File: src/rtl/viterbi_ber_monitor_pkg.sv
// Shared constants, FSM state type and the rate-1/2 K=3 encoder function for the BER monitor.
// Latency: n/a (combinational helpers only). Backpressure: n/a.
package viterbi_pkg;
    localparam int K = 3;
    localparam logic [K-1:0] G0 = 3'b111;
    localparam logic [K-1:0] G1 = 3'b101;

    localparam int WINDOW_DEF = 256;
    localparam int DEPTH_DEF  = 64;
    localparam int CW_DEF     = 16;

    typedef enum logic {
        IDLE = 1'b0,
        RUN  = 1'b1
    } state_t;

    // Register layout is {current bit, previous bit, bit before that}.
    function automatic logic [1:0] conv_sym(input logic [K-1:0] shreg);
        return {^(shreg & G0), ^(shreg & G1)};
    endfunction
endpackage

File: src/rtl/viterbi_ber_monitor_fifo.sv
// Reference FIFO holding transmitted data until the matching decoder/channel event pops it.
// Latency: push visible to pop next cycle; empty push+pop bypasses combinationally.
// Backpressure: none; caller decides on full/empty, pushes to full without a pop are ignored.
module ber_ref_fifo #(
    parameter int WIDTH = 1,
    parameter int DEPTH = 64
) (
    input  logic             clk,
    input  logic             rst,
    input  logic             push,
    input  logic [WIDTH-1:0] push_dat,
    input  logic             pop,
    output logic [WIDTH-1:0] pop_dat,
    output logic             pop_vld,
    output logic             full,
    output logic             empty
);
    localparam int AW = (DEPTH > 1) ? $clog2(DEPTH) : 1;

    logic [WIDTH-1:0] mem [DEPTH];
    logic [AW-1:0]    wr_ptr;
    logic [AW-1:0]    rd_ptr;
    logic [AW:0]      level;
    logic             do_wr;
    logic             do_rd;
    logic             bypass;

    assign full    = (level == (AW+1)'(DEPTH));
    assign empty   = (level == '0);
    assign bypass  = push & pop & empty;
    assign do_wr   = push & (~full | pop) & ~bypass;
    assign do_rd   = pop & ~empty;
    assign pop_vld = pop & (~empty | push);
    assign pop_dat = empty ? push_dat : mem[rd_ptr];

    always_ff @(posedge clk) begin
        if (do_wr)
            mem[wr_ptr] <= push_dat;
    end

    always_ff @(posedge clk or negedge rst) begin
        if (!rst) begin
            wr_ptr <= '0;
            rd_ptr <= '0;
            level  <= '0;
        end else begin
            if (do_wr)
                wr_ptr <= wr_ptr + 1'b1;
            if (do_rd)
                rd_ptr <= rd_ptr + 1'b1;
            if (do_wr && !do_rd)
                level <= level + 1'b1;
            else if (do_rd && !do_wr)
                level <= level - 1'b1;
        end
    end
endmodule

File: src/rtl/viterbi_ber_monitor.sv
// Measures decoded-bit and channel-symbol error counts over fixed windows of compared bits.
// Latency: events land in running counters one clock after sampling; window results one clock after the last bit.
// Backpressure: none; FIFO overrun/underrun drop the event and raise sticky flags.
module viterbi_ber_monitor
    import viterbi_pkg::*;
#(
    parameter int WINDOW = WINDOW_DEF,
    parameter int DEPTH  = DEPTH_DEF,
    parameter int CW     = CW_DEF
) (
    input  logic          clk,
    input  logic          rst,
    input  logic          tx_bit_i,
    input  logic          tx_valid_i,
    input  logic [1:0]    chan_sym_i,
    input  logic          chan_valid_i,
    input  logic          rx_bit_i,
    input  logic          rx_valid_i,
    output logic [CW-1:0] win_bit_err_o,
    output logic [CW-1:0] win_sym_err_o,
    output logic [CW-1:0] win_bits_o,
    output logic          window_done_o,
    output logic          running_o,
    output logic          overflow_o,
    output logic          underflow_o
);
    localparam int WW = (WINDOW > 1) ? $clog2(WINDOW) : 1;
    localparam logic [CW-1:0] CMAX = '1;

    state_t        state;
    logic          b1, b2;
    logic [1:0]    exp_sym;
    logic          bit_ref, bit_vld, bit_full, bit_empty;
    logic [1:0]    sym_ref;
    logic          sym_vld, sym_full, sym_empty;
    logic [1:0]    sym_diff;
    logic [1:0]    sym_inc;
    logic          bit_inc;
    logic          boundary;
    logic [WW-1:0] win_pos;
    logic [CW-1:0] run_bits, run_bit_err, run_sym_err;
    logic [CW-1:0] nxt_bits, nxt_bit_err, nxt_sym_err;

    function automatic logic [CW-1:0] sat_add(input logic [CW-1:0] a, input logic [1:0] inc);
        logic [CW:0] s;
        s = {1'b0, a} + {{(CW-1){1'b0}}, inc};
        return s[CW] ? CMAX : s[CW-1:0];
    endfunction

    assign exp_sym = conv_sym({tx_bit_i, b1, b2});

    ber_ref_fifo #(.WIDTH(1), .DEPTH(DEPTH)) u_bit_fifo (
        .clk      (clk),
        .rst      (rst),
        .push     (tx_valid_i),
        .push_dat (tx_bit_i),
        .pop      (rx_valid_i),
        .pop_dat  (bit_ref),
        .pop_vld  (bit_vld),
        .full     (bit_full),
        .empty    (bit_empty)
    );

    ber_ref_fifo #(.WIDTH(2), .DEPTH(DEPTH)) u_sym_fifo (
        .clk      (clk),
        .rst      (rst),
        .push     (tx_valid_i),
        .push_dat (exp_sym),
        .pop      (chan_valid_i),
        .pop_dat  (sym_ref),
        .pop_vld  (sym_vld),
        .full     (sym_full),
        .empty    (sym_empty)
    );

    assign sym_diff    = sym_ref ^ chan_sym_i;
    assign sym_inc     = sym_vld ? {sym_diff[1] & sym_diff[0], sym_diff[1] ^ sym_diff[0]} : 2'd0;
    assign bit_inc     = bit_vld & (bit_ref != rx_bit_i);
    assign boundary    = bit_vld & (win_pos == WW'(WINDOW - 1));
    assign nxt_bits    = sat_add(run_bits,    {1'b0, bit_vld});
    assign nxt_bit_err = sat_add(run_bit_err, {1'b0, bit_inc});
    assign nxt_sym_err = sat_add(run_sym_err, sym_inc);

    always_ff @(posedge clk or negedge rst) begin
        if (!rst) begin
            state         <= IDLE;
            running_o     <= 1'b0;
            b1            <= 1'b0;
            b2            <= 1'b0;
            win_pos       <= '0;
            run_bits      <= '0;
            run_bit_err   <= '0;
            run_sym_err   <= '0;
            win_bits_o    <= '0;
            win_bit_err_o <= '0;
            win_sym_err_o <= '0;
            window_done_o <= 1'b0;
            overflow_o    <= 1'b0;
            underflow_o   <= 1'b0;
        end else begin
            if (state == IDLE && rx_valid_i) begin
                state     <= RUN;
                running_o <= 1'b1;
            end
            if (tx_valid_i) begin
                b2 <= b1;
                b1 <= tx_bit_i;
            end
            if (bit_vld)
                win_pos <= win_pos + 1'b1;
            // Everything sampled on the closing edge belongs to the closing window.
            if (boundary) begin
                win_bits_o    <= nxt_bits;
                win_bit_err_o <= nxt_bit_err;
                win_sym_err_o <= nxt_sym_err;
                run_bits      <= '0;
                run_bit_err   <= '0;
                run_sym_err   <= '0;
                window_done_o <= 1'b1;
            end else begin
                run_bits      <= nxt_bits;
                run_bit_err   <= nxt_bit_err;
                run_sym_err   <= nxt_sym_err;
                window_done_o <= 1'b0;
            end
            if (tx_valid_i && ((bit_full && !rx_valid_i) || (sym_full && !chan_valid_i)))
                overflow_o <= 1'b1;
            if ((rx_valid_i && bit_empty && !tx_valid_i) || (chan_valid_i && sym_empty && !tx_valid_i))
                underflow_o <= 1'b1;
        end
    end
endmodule

File: config.mk
export PLATFORM = sky130hd
export DESIGN_NAME = viterbi_ber_monitor
export DESIGN_NICKNAME = d
export VERILOG_FILES = /design/src/rtl/viterbi_ber_monitor_pkg.sv /design/src/rtl/viterbi_ber_monitor_fifo.sv /design/src/rtl/viterbi_ber_monitor.sv
export SDC_FILE = /design/constraint.sdc
export NUM_CORES = 1
export LEC_CHECK = 0
export CAP_MARGIN = 30
export CORE_AREA = 2 2 161 163
export DETAILED_ROUTE_END_ITERATION = 16
export DIE_AREA = 0 0 163 165
export PLACE_DENSITY = 0.77
export SLEW_MARGIN = 5
export SYNTH_ARGS = -nofsm -noshare
export SYNTH_HDL_FRONTEND = slang
export SYNTH_SLANG_ARGS = --single-unit
export TNS_END_PERCENT = 10
File: constraint.sdc
create_clock -name clk -period 7.8 [get_ports clk]
set_clock_uncertainty 0.2 [all_clocks]
set_input_delay 1.95 -clock clk [delete_from_list [all_inputs] [get_ports clk]]
set_output_delay 1.95 -clock clk [all_outputs]
set_load 0.005 [all_outputs]
Yosys cells after proc, flatten, opt, wreduce, memory -nomap -nowiden. Memories as Yosys holds them, arrays and structs flattened. Cells that the tools add are included.

Word-level logic and storage cells: 110. Memory bits (writable): 192. Memories kept: 2. Register bits after elaboration: 148.

Memory list: u_sym_fifo.mem (words 64, bits a word 2, read ports 1, clocked after Yosys merged registers in 0, write ports 1, RTL line viterbi_ber_monitor_fifo.sv:20) `logic [WIDTH-1:0] mem [DEPTH];`; u_bit_fifo.mem (words 64, bits a word 1, read ports 1, clocked after Yosys merged registers in 0, write ports 1, RTL line viterbi_ber_monitor_fifo.sv:20).

Bitwise operators: 28. Add/subtract/negate cells: 12. Muxes and demuxes: 18. Reductions and logical operators: 27. Eq/ne operators: 4.

Operator list (number): 16-bit two-way mux (6); 16-bit by 1-bit adder with 17-bit output (2); 7-bit two-way mux (4); 6-bit by 1-bit adder with 6-bit output, second input constant (4); 16-bit by 2-bit adder with 17-bit output (1); 1-bit bitwise AND (15); 7-bit by 1-bit adder with 7-bit output, second input constant (2); 7-bit equality test, second input constant (2); 7-bit logical NOT (2); 7-bit by 1-bit subtractor with 7-bit output, second input constant (2); 1-bit logical AND (12); 8-bit by 1-bit adder with 8-bit output, second input constant (1); 8-bit equality test, second input constant (1); 1-bit logical NOT (7); 1-bit inverter (7); 1-bit two-way mux (6); 3-bit parity (2); 2-bit two-way mux (2); 1-bit bitwise OR (4); 2-bit nonzero test (2); 1-bit logical OR (2); 2-bit XOR (1); 1-bit != test (1); 1-bit XOR (1).

Logic depth before layout (Yosys ltp). Gate-level depths: netlist of run 1.

Depth after elaboration: 9. Gate-level depth with buffers: 19. Depth with buffers taken out: 16.

Cells and area by module. Synthesis of run 1 repeated with hierarchy kept, for this count alone.

Cells, all modules: 1206. Area total of the unflattened synthesis: 15227.1 um^2.

By module, submodules not included: ber_ref_fifo (u_sym_fifo) (times used 1, area an instance 6381.1 um^2, sequential area each 4319.1 um^2, cells an instance 396); viterbi_ber_monitor (times used 1, area an instance 4873.4 um^2, sequential area each 2752.6 um^2, cells an instance 491); ber_ref_fifo (u_bit_fifo) (times used 1, area an instance 3972.6 um^2, sequential area each 2397.3 um^2, cells an instance 319).

Worst setup path before layout of run 1. Ideal clock, no wire load.

Path type: input-to-reg. Start: input port tx_bit_i. End: register win_sym_err_o[10]. Setup slack: -0.551 ns. Stages on the path: 15. Arrival time: 8.068 ns. Path buffers: 1. Path through: xor2_1 > xor2_1 > nor2_1 > a31oi_1 > xor2_1 > ha_1 > o211a_1 > ha_1 > inv_1 > fa_1 > nor4_2 > and3_1 > buf_2 > nor2_1 > o21ai_0.

Longest elaborated chain between the ends: 7. Elaborated cells between the ends (all ways): 9.

Ends and longest elaborated chain: start: declaration (RTL line viterbi_ber_monitor.sv:13) `input logic tx_bit_i,`; 3-bit parity (*) (RTL line viterbi_ber_monitor_pkg.sv:19) `return {^(shreg & G0), ^(shreg & G1)};`; named net exp_sym[1] (RTL line viterbi_ber_monitor.sv:32) `logic [1:0] exp_sym;`; 2-bit two-way mux (*) (RTL line viterbi_ber_monitor_fifo.sv:34) `assign pop_dat = empty ? push_dat : mem[rd_ptr];`; 2-bit XOR (*) (RTL line viterbi_ber_monitor.sv:76) `assign sym_diff = sym_ref ^ chan_sym_i;`; 1-bit XOR or 1-bit bitwise AND (tied branches) (RTL line viterbi_ber_monitor.sv:77) `assign sym_inc = sym_vld ? {sym_diff[1] & sym_diff[0], sym_diff[1] ^ sym_diff[0]} : 2'd0;`; 2-bit two-way mux (*) (RTL line viterbi_ber_monitor.sv:77); 16-bit by 2-bit adder with 17-bit output (*) (RTL line viterbi_ber_monitor.sv:46) `s = {1'b0, a} + {{(CW-1){1'b0}}, inc};`; 16-bit two-way mux (*) (RTL line viterbi_ber_monitor.sv:47) `return s[CW] ? CMAX : s[CW-1:0];`; end signal: assignment (RTL line viterbi_ber_monitor.sv:115) `win_sym_err_o <= nxt_sym_err;`; end: declaration (RTL line viterbi_ber_monitor.sv:20) `output logic [CW-1:0] win_sym_err_o,`.

The timed path passes the listed nets; every way through them passes the cells marked *. A chain may end at the register's enable or synchronous reset.

Worst setup path after layout of run 1.
Start: input port tx_bit_i. End: register win_sym_err_o[7].

Same word-level chain as after synthesis.

==> results of run 1 <==
worst min path at each step:
| stage | start | endpoint | cells past startpoint |
|---|---|---|---|
| after floorplan | win_pos[6] | win_pos[6] | 1 |
| after global placement | state | state | 1 |
| after detailed placement | state | state | 1 |
| after CTS | state | state | 1 |
| after global routing | state | state | 1 |
| final | state | state | 1 |
synthesized netlist by cell type (all sizes together), types with 7 or more instances:
cell / count
o22ai: 9
nand2: 100
inv: 17
dfrtp: 148
mux4: 33
buf: 32
and2: 7
edfxtp: 192
xor2: 21
nand3b: 14
ha: 24
nor3: 11
and3: 13
xnor2: 52
nor2: 241
a31oi: 7
a21oi: 17
o21ai: 64
clkbuf: 33
nor2b: 13
nand4: 16
nand2b: 8
mux2: 26
nand3: 32
mux2i: 24
routing by layer:
layer	up-vias	share of wire
li1	4447	-
met1	4725	0.42
met2	351	0.49
met3	64	0.062
met4	0	0.029
met5	-	0
per-stage QoR:
step | cell area [um2] | hold slack (ps) | utilization | cells
6_report | 17100 | 266 | 0.684 | 1622
5_1_grt | 17100 | 278 | 0.684 | 1622
4_1_cts | 17100 | 268 | 0.684 | 1622
3_5_place_dp | 15900 | 254 | 0.637 | 1556
3_3_place_gp | 15900 | 250 | 0.637 | 1556
2_1_floorplan | 15100 | 238 | - | 1220
flip-flops by register name, summed over array words and instances, names as in the netlist, 7 cells and up:
register	flops
win_sym_err_o	16
u_sym_fifo.level	7
win_bit_err_o	16
run_bits	16
u_bit_fifo.mem	64
win_bits_o	16
run_bit_err	16
u_bit_fifo.level	7
run_sym_err	16
win_pos	8
u_sym_fifo.mem	128
power by group through the flow:
| stage | clock [uW] | combinational, uW | sequential [uW] |
|---|---|---|---|
| 4_1_cts | 1720 | 1640 | 2450 |
| 5_1_grt | 1800 | 1810 | 2490 |
| 3_5_place_dp | 0 | 1620 | 2480 |
| 2_1_floorplan | 0 | 1360 | 2330 |
| 3_3_place_gp | 0 | 1560 | 2460 |
| 6_report | 1700 | 1630 | 2450 |
cells by family (layout without fill, tap and decap cells):
family	after synthesis	after routing	share of synthesized area
buffers and inverters	82	154	0.0243
multiplexers	83	83	0.0859
AO/OA/AOI/OAI	140	140	0.0569
flip-flops	340	340	0.627
adder cells (fa/ha/maj)	27	27	0.0238
XOR/XNOR	73	73	0.0423
AND/OR/NAND/NOR	475	475	0.140
critical path, stage by stage:
cell and delay (ps):
buf_2 170, xor2_4 230, xor2_4 150, buf_4 510
nor2_1 80, a31oi_1 190, xor2_1 110, ha_1 300
o211a_1 170, ha_1 180, inv_1 60, fa_1 480
nor4_2 600, and3_1 510, nor2_1 110, o21ai_0 190
layout make-up:
type	instances	area, um2	area share
Multi-Input combinational cell	798	5310	0.310
Inverter	17	63.8	0.00373
Clock buffer	50	1020	0.0598
Clock inverter	16	161	0.00942
Sequential cell	340	9470	0.553
Tap cell	330	413	0.0241
Timing Repair Buffer	71	679	0.0397
==> metrics, run 1 <==
Most Crowded Layer GR met2; crit start category input port; predominant post-synthesis flop cell edfxtp_1; WL/cell 18.6 um; die width 163 um; RSZ-0062 raised after global routing no; row cnt 58; via count 9587; r2r setup slk 2400 ps; post-CTS setup repair buffer count 0; Max IR drop VDD about 0.2 mV; vias in the first global route 9440; Fin Setup TNS 0 ps; first-pass GRT wire length slightly below 50 mm; Reg-to-Reg Start u_sym_fifo.rd_ptr[1]; WL final 30.2 mm; RePlAce Congestion 0.800; worst reg2reg path depth 16; Die Ht approximately 170 um; Post-route DRC 0; most frequent cells in the layout nor2_1, edfxtp_1, dfrtp_1; initial antenna violation count 0; H-tree levels 2; initial drt markers between 1k and 1.5k; asr flop ratio synth 0.435; status finished, final reports clean; CTS tree built; nature of the critical path endpoint register; Layout Area Growth over Synthesis 13.3%; Power per Cell Area around 340 nW/um2; top cell type's share of synthesized area 0.382; #FFs+latches synth 340; GR Layer Usage met2 0.394; Ys Warns 0; final slew viol count 0; max-capacitance violation count 0; register area share after synthesis 0.627; GR Util met3 0.0331; Initial Util 0.604; grt met1 use 0.317; hpwl dp 18.9 mm; Clock Latency Late Sink approximately 520 ps; Detail Route Antenna Nets 0; combinational share of power 0.282; Mapped Area 15100 um2; Post-CTS Hold Buffers 0; worst slew pin tran 949 ps; gr ovfl total 0; Leakage 0.00644 uW; Tightest Hold Check Type reg2reg; syn nets 1256; Post-Place Setup Slack ~1500 ps; Switching Share 0.324; final worst setup slack 1990 ps; worst reg2reg path endpoint win_sym_err_o[7]; Yosys top cell by area edfxtp_1; Boundary Pins 61; CP arrival between 6000 and 7000 ps; Int Pwr 3910 uW; CTS clk-pin slew, worst paths 60 ps; PortBufs 60; most common cell after layout, fill and taps aside nor2_1; nets 1300; WS Path Type in2reg; share of layout cells above drive strength 1 0.107; # fillers 1732; vias per cell between 5 and 6; synth unique cells between 60 and 70; final hold viol count 0; first-pass detailed-route iteration total 7; clock share of power 0.293; Synth Instances 1220; Setup violations, final 0; post_cts resized 0; maximum clock rate 172 MHz; relative slew slack 0.366; Avg Inst Size Synth 12.4 um2; core area about 25000 um2; gr usage total 0.234; largest net degree at the start of global routing 92; sequential power share 0.424; CP Data Required Time 8010 ps; EDFF count, synth 192; top cells by area, synth edfxtp_1, dfrtp_1, nor2_1; CP endpoint win_sym_err_o[7]; CP max FO 65; Crit. Startpoint tx_bit_i; period utilization 0.745; diode count 0; Root Driver clkbuf_16; min cycle time layout about 5800 ps; DIE AREA between 20000 and 30000 um2; total power 5780 uW; Max clock buf depth 3; Psw 1870 uW; Sink Count 340; total CTS buffers 36
No activity file was read; power rests on OpenSTA's default activity.
==> inputs of run 2 (changes only) <==
Clock period 7.8 ns to 5.5 ns, I/O delays scaled along.
==> metrics, run 2 (synthesized netlist as in run 1, its figures left out) <==
status finished, final reports clean; RSZ-0062 raised after global routing no; Root Driver clkbuf_16; Post-route DRC 0; Reg-to-Reg Start u_sym_fifo.rd_ptr[0]; most common cell after layout, fill and taps aside nor2_1; total CTS buffers 36; relative slew slack 0.418; nature of the critical path endpoint register; final hold viol count 0; share of layout cells above drive strength 1 0.111; Buf/Inv on CP 3; Fin Setup TNS 0 ps; Slowest-stage cell, CP dfrtp_2; gr ovfl total 0; vias per cell 5.95; Boundary Pins 61; final worst setup slack between 400 and 500 ps; final core utilization 0.686; WL final 30.7 mm; DIE AREA 26900 um2; Setup violations, final 0; via count between 9k and 10k; first-pass GRT wire length 50.1 mm; biggest regs u_sym_fifo.mem (128), u_bit_fifo.mem (64); initial drt markers around 900; most frequent cells in the layout nor2_1, edfxtp_1, dfrtp_1; post_cts resized 0; crit start category register; hpwl dp 19.3 mm; Post-CTS Hold Buffers 0; CP Data Required Time between 5000 and 6000 ps; WL/cell 18.9 um; Crit. Startpoint u_sym_fifo.rd_ptr[0]; first-pass detailed-route iteration total 5; final slew viol count 0; CP max FO 20; WHS Path Cells 1; row cnt 58; max-capacitance violation count 0; WP depth 17; Sink Count 340; critical-path cell list buf_4 > buf_4 > mux4_2 > nand2_1 > o2111ai_1 > nand3_1 > a31oi_1 > xor2_1 > ha_1 > o211a_1 > ha_1 > inv_1 > fa_1 > nor4_4 > and3_1 > nor2_1 > o21ai_0; Layout Area Growth over Synthesis 13.6%; core area 25000 um2; largest net degree at the start of global routing 95; initial antenna violation count 0; gr usage total 0.239; CTS tree built; diode count 0; Max clock buf depth 3; post-CTS setup repair buffer count 0; Initial Util 0.604; worst slew pin tran 873 ps; CTS clk-pin slew, worst paths 60 ps; Post-Place Setup Slack 605 ps; Most Crowded Layer GR met2; Min-Delay Startpoint overflow_o; Max IR drop VDD between 0.2 and 0.3 mV; Detail Route Antenna Nets 0; CP arrival 5280 ps; maximum clock rate 197 MHz; PortBufs 60; Leakage 0.00649 uW; Power per Cell Area 476 nW/um2; crit-path max cell delay 710 ps; CP top delay family simple AND/OR/NAND/NOR gates; Tightest Hold Check Type reg2reg; GR Layer Usage met2 0.388; GR Util met3 0.0392; worst reg2reg path depth 17; Clock Latency Late Sink 510 ps; min cycle time layout 5070 ps; WS Path Type reg2reg; Die Ht approximately 170 um; RePlAce Congestion 0.816; nets about 1.3k; max FFs per register 128; period utilization 0.922; H-tree levels 2; vias in the first global route roughly 9.6k; grt met1 use 0.337; r2r setup slk 430 ps; most flop-heavy register u_sym_fifo.mem; die width 163 um
==> run 2: cell types whose count changed in the layout (fill, tap and decap cells not counted) <==
cell / change
clkbuf_1: -1
clkbuf_16: +2
bufinv_16: -2
inv_6: -3
clkinv_1: -1
nor4_2: -1
nor4_4: +1
clkbuf_8: +2
buf_4: +7
==> run 2: per-layer routing <==
metal | up-vias | wire (um)
met3 | 57 | 1880
li1 | 4465 | -
met2 | 342 | 14900
met5 | - | 0
met1 | 4808 | 13200
met4 | 0 | 745
==> run 2: through the flow <==
stage	power (uW)	std cells	area, um2	hold slack, ps
global route	8640	1626	17200	294
floorplan	5240	1220	15200	238
CTS	8210	1626	17200	261
global placement	5720	1563	16000	244
finish	8180	1626	17200	261
detailed placement	5800	1563	16000	247
==> run 2: final timing paths <==
kind | end
worst min register to register | overflow_o
worst max register to register | win_sym_err_o[9]
worst min-delay path | overflow_o
worst max-delay path | win_sym_err_o[9]
min in group asynchronous | win_sym_err_o[7]
max in group asynchronous | run_bits[1]
==> run 2: cell type report <==
cell class | count | area, um2
Sequential cell | 340 | 9470
Clock inverter | 10 | 71.3
Inverter | 17 | 63.8
Multi-Input combinational cell | 798 | 5320
Tap cell | 330 | 413
Timing Repair Buffer | 78 | 732
Clock buffer | 53 | 1100
Fill cell | 1732 | 7870
==> run 2: report_power, final <==
group	leakage, uW	switching, uW	total (uW)	internal (uW)
sequential	0.00366	447	3520	3070
combinational	0.00225	1240	2270	1040
clock	0.000581	957	2380	1430
total	0.00649	2640	8180	5530
==> variant 1, RTL diff (config.mk and constraints of run 1) <==
The package constant `WINDOW_DEF` goes from 256 to 512.
--- a/src/rtl/viterbi_ber_monitor_pkg.sv
+++ b/src/rtl/viterbi_ber_monitor_pkg.sv
@@ -5,7 +5,7 @@
     localparam logic [K-1:0] G0 = 3'b111;
     localparam logic [K-1:0] G1 = 3'b101;
 
-    localparam int WINDOW_DEF = 256;
+    localparam int WINDOW_DEF = 512;
     localparam int DEPTH_DEF  = 64;
     localparam int CW_DEF     = 16;
 
Function: no difference found for any inputs over 4 cycles, from zero or initial values and one cycle with rst low; that may be too few to reach the edited logic, so the function may still have changed.
==> variant 1 against run 1 <==
  * Register-to-register slack worse by 0.14 ns
  * Clock power down 3%
  * Routed wire length down 1.0%
  * Global-route usage shrank 0.23 points
  * Final area decreased by 0.13%
  * Worst setup slack better by 0.16 ns
  * Power shrank 1.5%
  * Area after synthesis decreased by 0.37%
  * Sequential cell count increased by 1
  * Critical path type unchanged
  * Highest routed layer unchanged
==> variant 1: results (changes against run 1) <==
metric,value,unit,change
io_buffers,60,,unchanged
antenna_found_initial,0,,unchanged
p_sw,1.839,mW,-1.8%
hold_buffers,0,,unchanged
wl_met3,1828,um,-3.1%
wl_met2,14740,um,-0.20%
clk_path_buf_depth,3,,unchanged
post_drt_wl_per_cell,18.30,um,-1.8%
synthArstFlopShare,43.70,%,+0.17 points
ir_worst_vdd,0.1751,mV,-12%
hold_violations,0,,unchanged
p_leak,6.539,nW,+1.5%
place.gp.congestion,0.8353,,+4.4%
final.fill_count,1744,,+0.69%
grt_pass1_vias,9389,,-0.54%
grtUsageTotal,23.16,%,-0.23 points
yosys_warnings,0,,unchanged
drive_above_1_share,9.732,%,-0.95 points
synth.area.top_cells,"edfxtp_1 38%, dfrtp_1 25%, nor2_1 6.2%, mux4_2 4.5%, xnor2_1 3.0%",,
top_regs,"u_sym_fifo.mem (128), u_bit_fifo.mem (64)",,
antenna_cells,0,,unchanged
grt_max_degree,96,,+4.3%
dp_worst_setup_slack,1.646,ns,+0.1105 ns
post_cts_resized,0,,unchanged
top_layer_used,met4,,
htree_levels,2,,unchanged
synth_edf_count,192,,unchanged
seq_area_frac_synth,63.06,%,+0.40 points
nets,1315,,+1.2%
outcome,finished clean,,
synth_ff_type,edfxtp_1,,
cts_made_buffers,37,,+2.8%
cts-root-buf,clkbuf_16,,
wl_met1,12600,um,-0.84%
worstPathMaxFanout,65,,unchanged
cts_setup_buffers,0,,unchanged
grt_pass1_wl,48290,um,-1.7%
drtIter0Drc,924,,-20%
synth_cell_types,56,,-13%
hp-class,register to register,,
synth_commonest_cells,"248 x nor2_1, 192 x edfxtp_1, 149 x dfrtp_1",,
routed_via_density,5.792,,-2.0%
clk_latency,0.52,ns,about the same
worst_pin_slew,0.9140,ns,-0.03489 ns
crit_arrival,5.89,ns,-0.14 ns
first_pass_iters,6,,-1
dp_hpwl,19050,um,+0.58%
cts.clk_slew.worst_paths,0.06,ns,about the same
==> variant 1: power groups by stage <==
stage / clock network (mW) / logic [mW] / registers (mW)
2_1_floorplan: 0 / 1.35 / 2.32
3_3_place_gp: 0 / 1.50 / 2.49
3_5_place_dp: 0 / 1.58 / 2.47
4_1_cts: 1.68 / 1.60 / 2.44
5_1_grt: 1.75 / 1.77 / 2.48
6_report: 1.65 / 1.59 / 2.45
==> variant 1: critical path: stages <==
cell and delay [ns]:
buf_2 0.14, xor2_4 0.29, buf_4 0.53, nand2_1 0.11, nand3_1 0.10, xor2_1 0.07, ha_1 0.28, o211a_1 0.16
ha_1 0.17, inv_1 0.06, fa_1 0.42, nor2_1 0.20, nand4_1 0.24, nor3_1 0.51, buf_4 0.27, inv_1 0.07
and2_1 0.15, o21ai_0 0.14
==> variant 1: per-stage QoR <==
step / std cells / total power [mW] / instance area (sq um) / utilization (%)
after CTS: 1633 / 5.729 / 17070 / 68.17
final: 1635 / 5.696 / 17100 / 68.31
after global routing: 1635 / 6.002 / 17100 / 68.31
after detailed placement: 1567 / 4.056 / 15900 / 63.52
after floorplan: 1230 / 3.670 / 15070 / -
after global placement: 1566 / 3.993 / 15880 / 63.44
==> variant 1: path summary, 6_finish.rpt <==
| kind | from | cells after the start | slack, ns | endpoint |
|---|---|---|---|---|
| setup / recovery | tx_bit_i | 18 | 2.14 | win_sym_err_o[9] |
| hold / removal | overflow_o | 1 | 0.26 | overflow_o |
| setup reg to reg | u_sym_fifo.rd_ptr[1] | 19 | 2.26 | win_sym_err_o[9] |
| hold reg to reg | overflow_o | 1 | 0.26 | overflow_o |
| max in group asynchronous | rst | 3 | 5.14 | u_sym_fifo.rd_ptr[0] |
| min in group asynchronous | rst | 1 | 1.23 | run_bit_err[9] |
==> variant 1: logic make-up (layout without fill, tap and decap cells) <==
family | after synthesis | count (layout) | synth area share, %
muxes | 87 | 87 | 8.394
AOI/OAI and AO/OA | 136 | 136 | 5.427
and+or+nand+nor | 476 | 476 | 13.64
xor gates and xnor gates | 77 | 77 | 4.479
adders and majority gates | 28 | 28 | 2.477
DFF | 341 | 341 | 63.06
buffers and inverters | 85 | 160 | 2.526
==> variant 1: layout make-up <==
type / count / area [sq um] / share of cell area [%]
flip-flops and latches: 341 / 9495 / 55.52
multi-input cells: 804 / 5221 / 30.53
clock buffers: 56 / 1100 / 6.431
repair buffers: 74 / 734.5 / 4.294
well taps: 330 / 412.9 / 2.414
inverters: 20 / 75.07 / 0.4389
clock inverters: 10 / 63.81 / 0.3731
==> variant 1: routing by layer <==
metal / vias up / track usage (%)
met5: - / 0
met4: 0 / 7.482
met3: 62 / 4.219
met2: 308 / 39.31
met1: 4669 / 30.60
li1: 4431 / -
==> variant 2, RTL diff (config.mk and constraints of run 1) <==
Made on the original files. Put one more register stage on the output `win_bit_err_o`, cleared by the reset. The value now appears one clock later. The other outputs are not delayed to match.
--- a/src/rtl/viterbi_ber_monitor.sv
+++ b/src/rtl/viterbi_ber_monitor.sv
@@ -26,6 +26,8 @@
 );
     localparam int WW = (WINDOW > 1) ? $clog2(WINDOW) : 1;
     localparam logic [CW-1:0] CMAX = '1;
+
+    logic [CW-1:0] win_bit_err_s0;
 
     state_t        state;
     logic          b1, b2;
@@ -92,7 +94,7 @@
             run_bit_err   <= '0;
             run_sym_err   <= '0;
             win_bits_o    <= '0;
-            win_bit_err_o <= '0;
+            win_bit_err_s0 <= '0;
             win_sym_err_o <= '0;
             window_done_o <= 1'b0;
             overflow_o    <= 1'b0;
@@ -111,7 +113,7 @@
             // Everything sampled on the closing edge belongs to the closing window.
             if (boundary) begin
                 win_bits_o    <= nxt_bits;
-                win_bit_err_o <= nxt_bit_err;
+                win_bit_err_s0 <= nxt_bit_err;
                 win_sym_err_o <= nxt_sym_err;
                 run_bits      <= '0;
                 run_bit_err   <= '0;
@@ -129,5 +131,13 @@
                 underflow_o <= 1'b1;
         end
     end
+    always_ff @(posedge clk or negedge rst) begin
+        if (!rst) begin
+            win_bit_err_o <= '0;
+        end else begin
+            win_bit_err_o <= win_bit_err_s0;
+        end
+    end
+
 endmodule
 
Function: no difference found for any inputs over 4 cycles, from zero or initial values and one cycle with rst low; that may be too few to reach the edited logic, so the function may still have changed.
==> variant 2 against run 1 <==
  * Sequential share of layout area up 0.87 points
  * Sequential power grew 4%
  * Area after synthesis up 2.6%
  * Worst setup slack better by 0.0052 ns
  * Core utilization is 1.8 points higher
  * Sequential cell count rose by 16
  * Power increased by 1.3%
  * Final area up 2.6%
  * Via count is 0.34% lower
  * Routed wire length rose by 1.8%
  * Critical path type is now register to register
  * Largest power group unchanged
==> variant 2: results (changes against run 1) <==
metric,value,unit,change
ir_worst_vdd,0.1824,mV,-8.7%
p_leak,6.713,nW,+4.2%
grt_pass1_wl,49450,um,+0.66%
cts_made_buffers,37,,+2.8%
worstPathMaxFanout,20,,-69%
syn_avg_cell_area,12.67,sq um,+2.3%
worst_pin_slew,0.8099,ns,-0.1390 ns
seq_area_frac_synth,63.67,%,+1.0 points
drtIter0Drc,856,,-26%
outcome,finished clean,,
grt_pass1_vias,9612,,+1.8%
synth_xor_area_share,4.068,%,-0.16 points
worst_path_largest_cell_delay,0.80,ns,+0.20 ns
first_pass_iters,6,,-1
worst-r2r-setup-slack,1.99,ns,-0.41 ns
rr_worst_depth,18,,+2
synthArstFlopShare,46.07,%,+2.5 points
dp_hpwl,18850,um,-0.47%
routed_via_density,5.872,,-0.65%
cts_setup_buffers,0,,unchanged
place.gp.congestion,0.8174,,+2.1%
synth_fp_nets,1259,,+0.24%
synth_commonest_cells,"234 x nor2_1, 192 x edfxtp_1, 164 x dfrtp_1",,
worstReg2RegStart,u_sym_fifo.rd_ptr[0],,
cts-root-buf,clkbuf_16,,
synth_cell_types,66,,+3.1%
drive_above_1_share,9.715,%,-0.97 points
stdcell_count,1627,,+0.31%
grt_max_degree,106,,+15%
worstSetupEndpoint,win_sym_err_o[7],,
post_drt_wl_per_cell,18.91,um,+1.5%
critPathSlowestCell,dfrtp_2,,
grtUsageTotal,23.54,%,+0.15 points
synth.area.top_cells,"edfxtp_1 37%, dfrtp_1 26%, nor2_1 5.7%, mux4_2 4.9%, xnor2_1 3.0%",,
==> variant 2: changes by cell type after synthesis, moves of 5 or more <==
| cell | change |
|---|---|
| buf_2 | -15 |
| clkbuf_1 | +12 |
| dfrtp_1 | +16 |
| mux2_2 | -19 |
| mux2i_1 | +5 |
| mux4_2 | +7 |
| nand3_1 | +5 |
| nand4_1 | -7 |
| nor2_1 | -7 |
| nor2b_1 | -9 |
| o21ai_0 | +7 |
| o22ai_1 | -6 |
==> variant 2: worst min path at each step <==
stage,end,from,cells after the start
after floorplan,win_bit_err_o[0],win_bit_err_s0[0],0
after global placement,win_bit_err_o[7],win_bit_err_s0[7],0
after detailed placement,win_bit_err_o[12],win_bit_err_s0[12],0
after CTS,win_bit_err_o[10],win_bit_err_s0[10],0
after global routing,win_bit_err_o[10],win_bit_err_s0[10],0
final,win_bit_err_o[10],win_bit_err_s0[10],0
==> variant 2: per-stage QoR <==
stage          util, %  cell area (sq um)  worst slack [ns]
3_3_place_gp     65.21              16330             1.783
6_report         70.19              17570             1.992
2_1_floorplan        -              15500            0.4808
4_1_cts          70.08              17550             1.962
5_1_grt          70.19              17570             1.516
3_5_place_dp     65.32              16350             1.599
==> variant 2: cells by family (layout without fill, tap and decap cells) <==
kind of cell	after synthesis	count (layout)
adders and majority gates	27	27
AOI/OAI and AO/OA	133	133
DFF	356	356
xor gates and xnor gates	72	72
and+or+nand+nor	472	472
buffers and inverters	85	159
muxes	78	78
==> variant 2: per-layer routing <==
metal | wire, um | GRT usage [%] | part of all wire [%]
met1 | 12820 | 31.23 | 42
met2 | 15710 | 40.95 | 51
met3 | 1715 | 3.390 | 5.6
met4 | 518 | 6.798 | 1.7
met5 | 0 | 0 | 0
==> variant 2: cell type report <==
type | instances | area, sq um
Sequential cell | 356 | 9871
Fill cell | 1677 | 7463
Timing Repair Buffer | 73 | 734.5
Inverter | 19 | 71.32
Clock buffer | 54 | 1092
Tap cell | 330 | 412.9
Multi-Input combinational cell | 782 | 5293
Clock inverter | 13 | 98.84
==> variant 2: power breakdown <==
part           switching [mW]  internal (mW)  leakage (nW)  total (mW)
Clock                   0.703           1.01         0.582        1.71
Sequential              0.295           2.25          3.88        2.54
Combinational           0.869          0.732          2.25        1.60
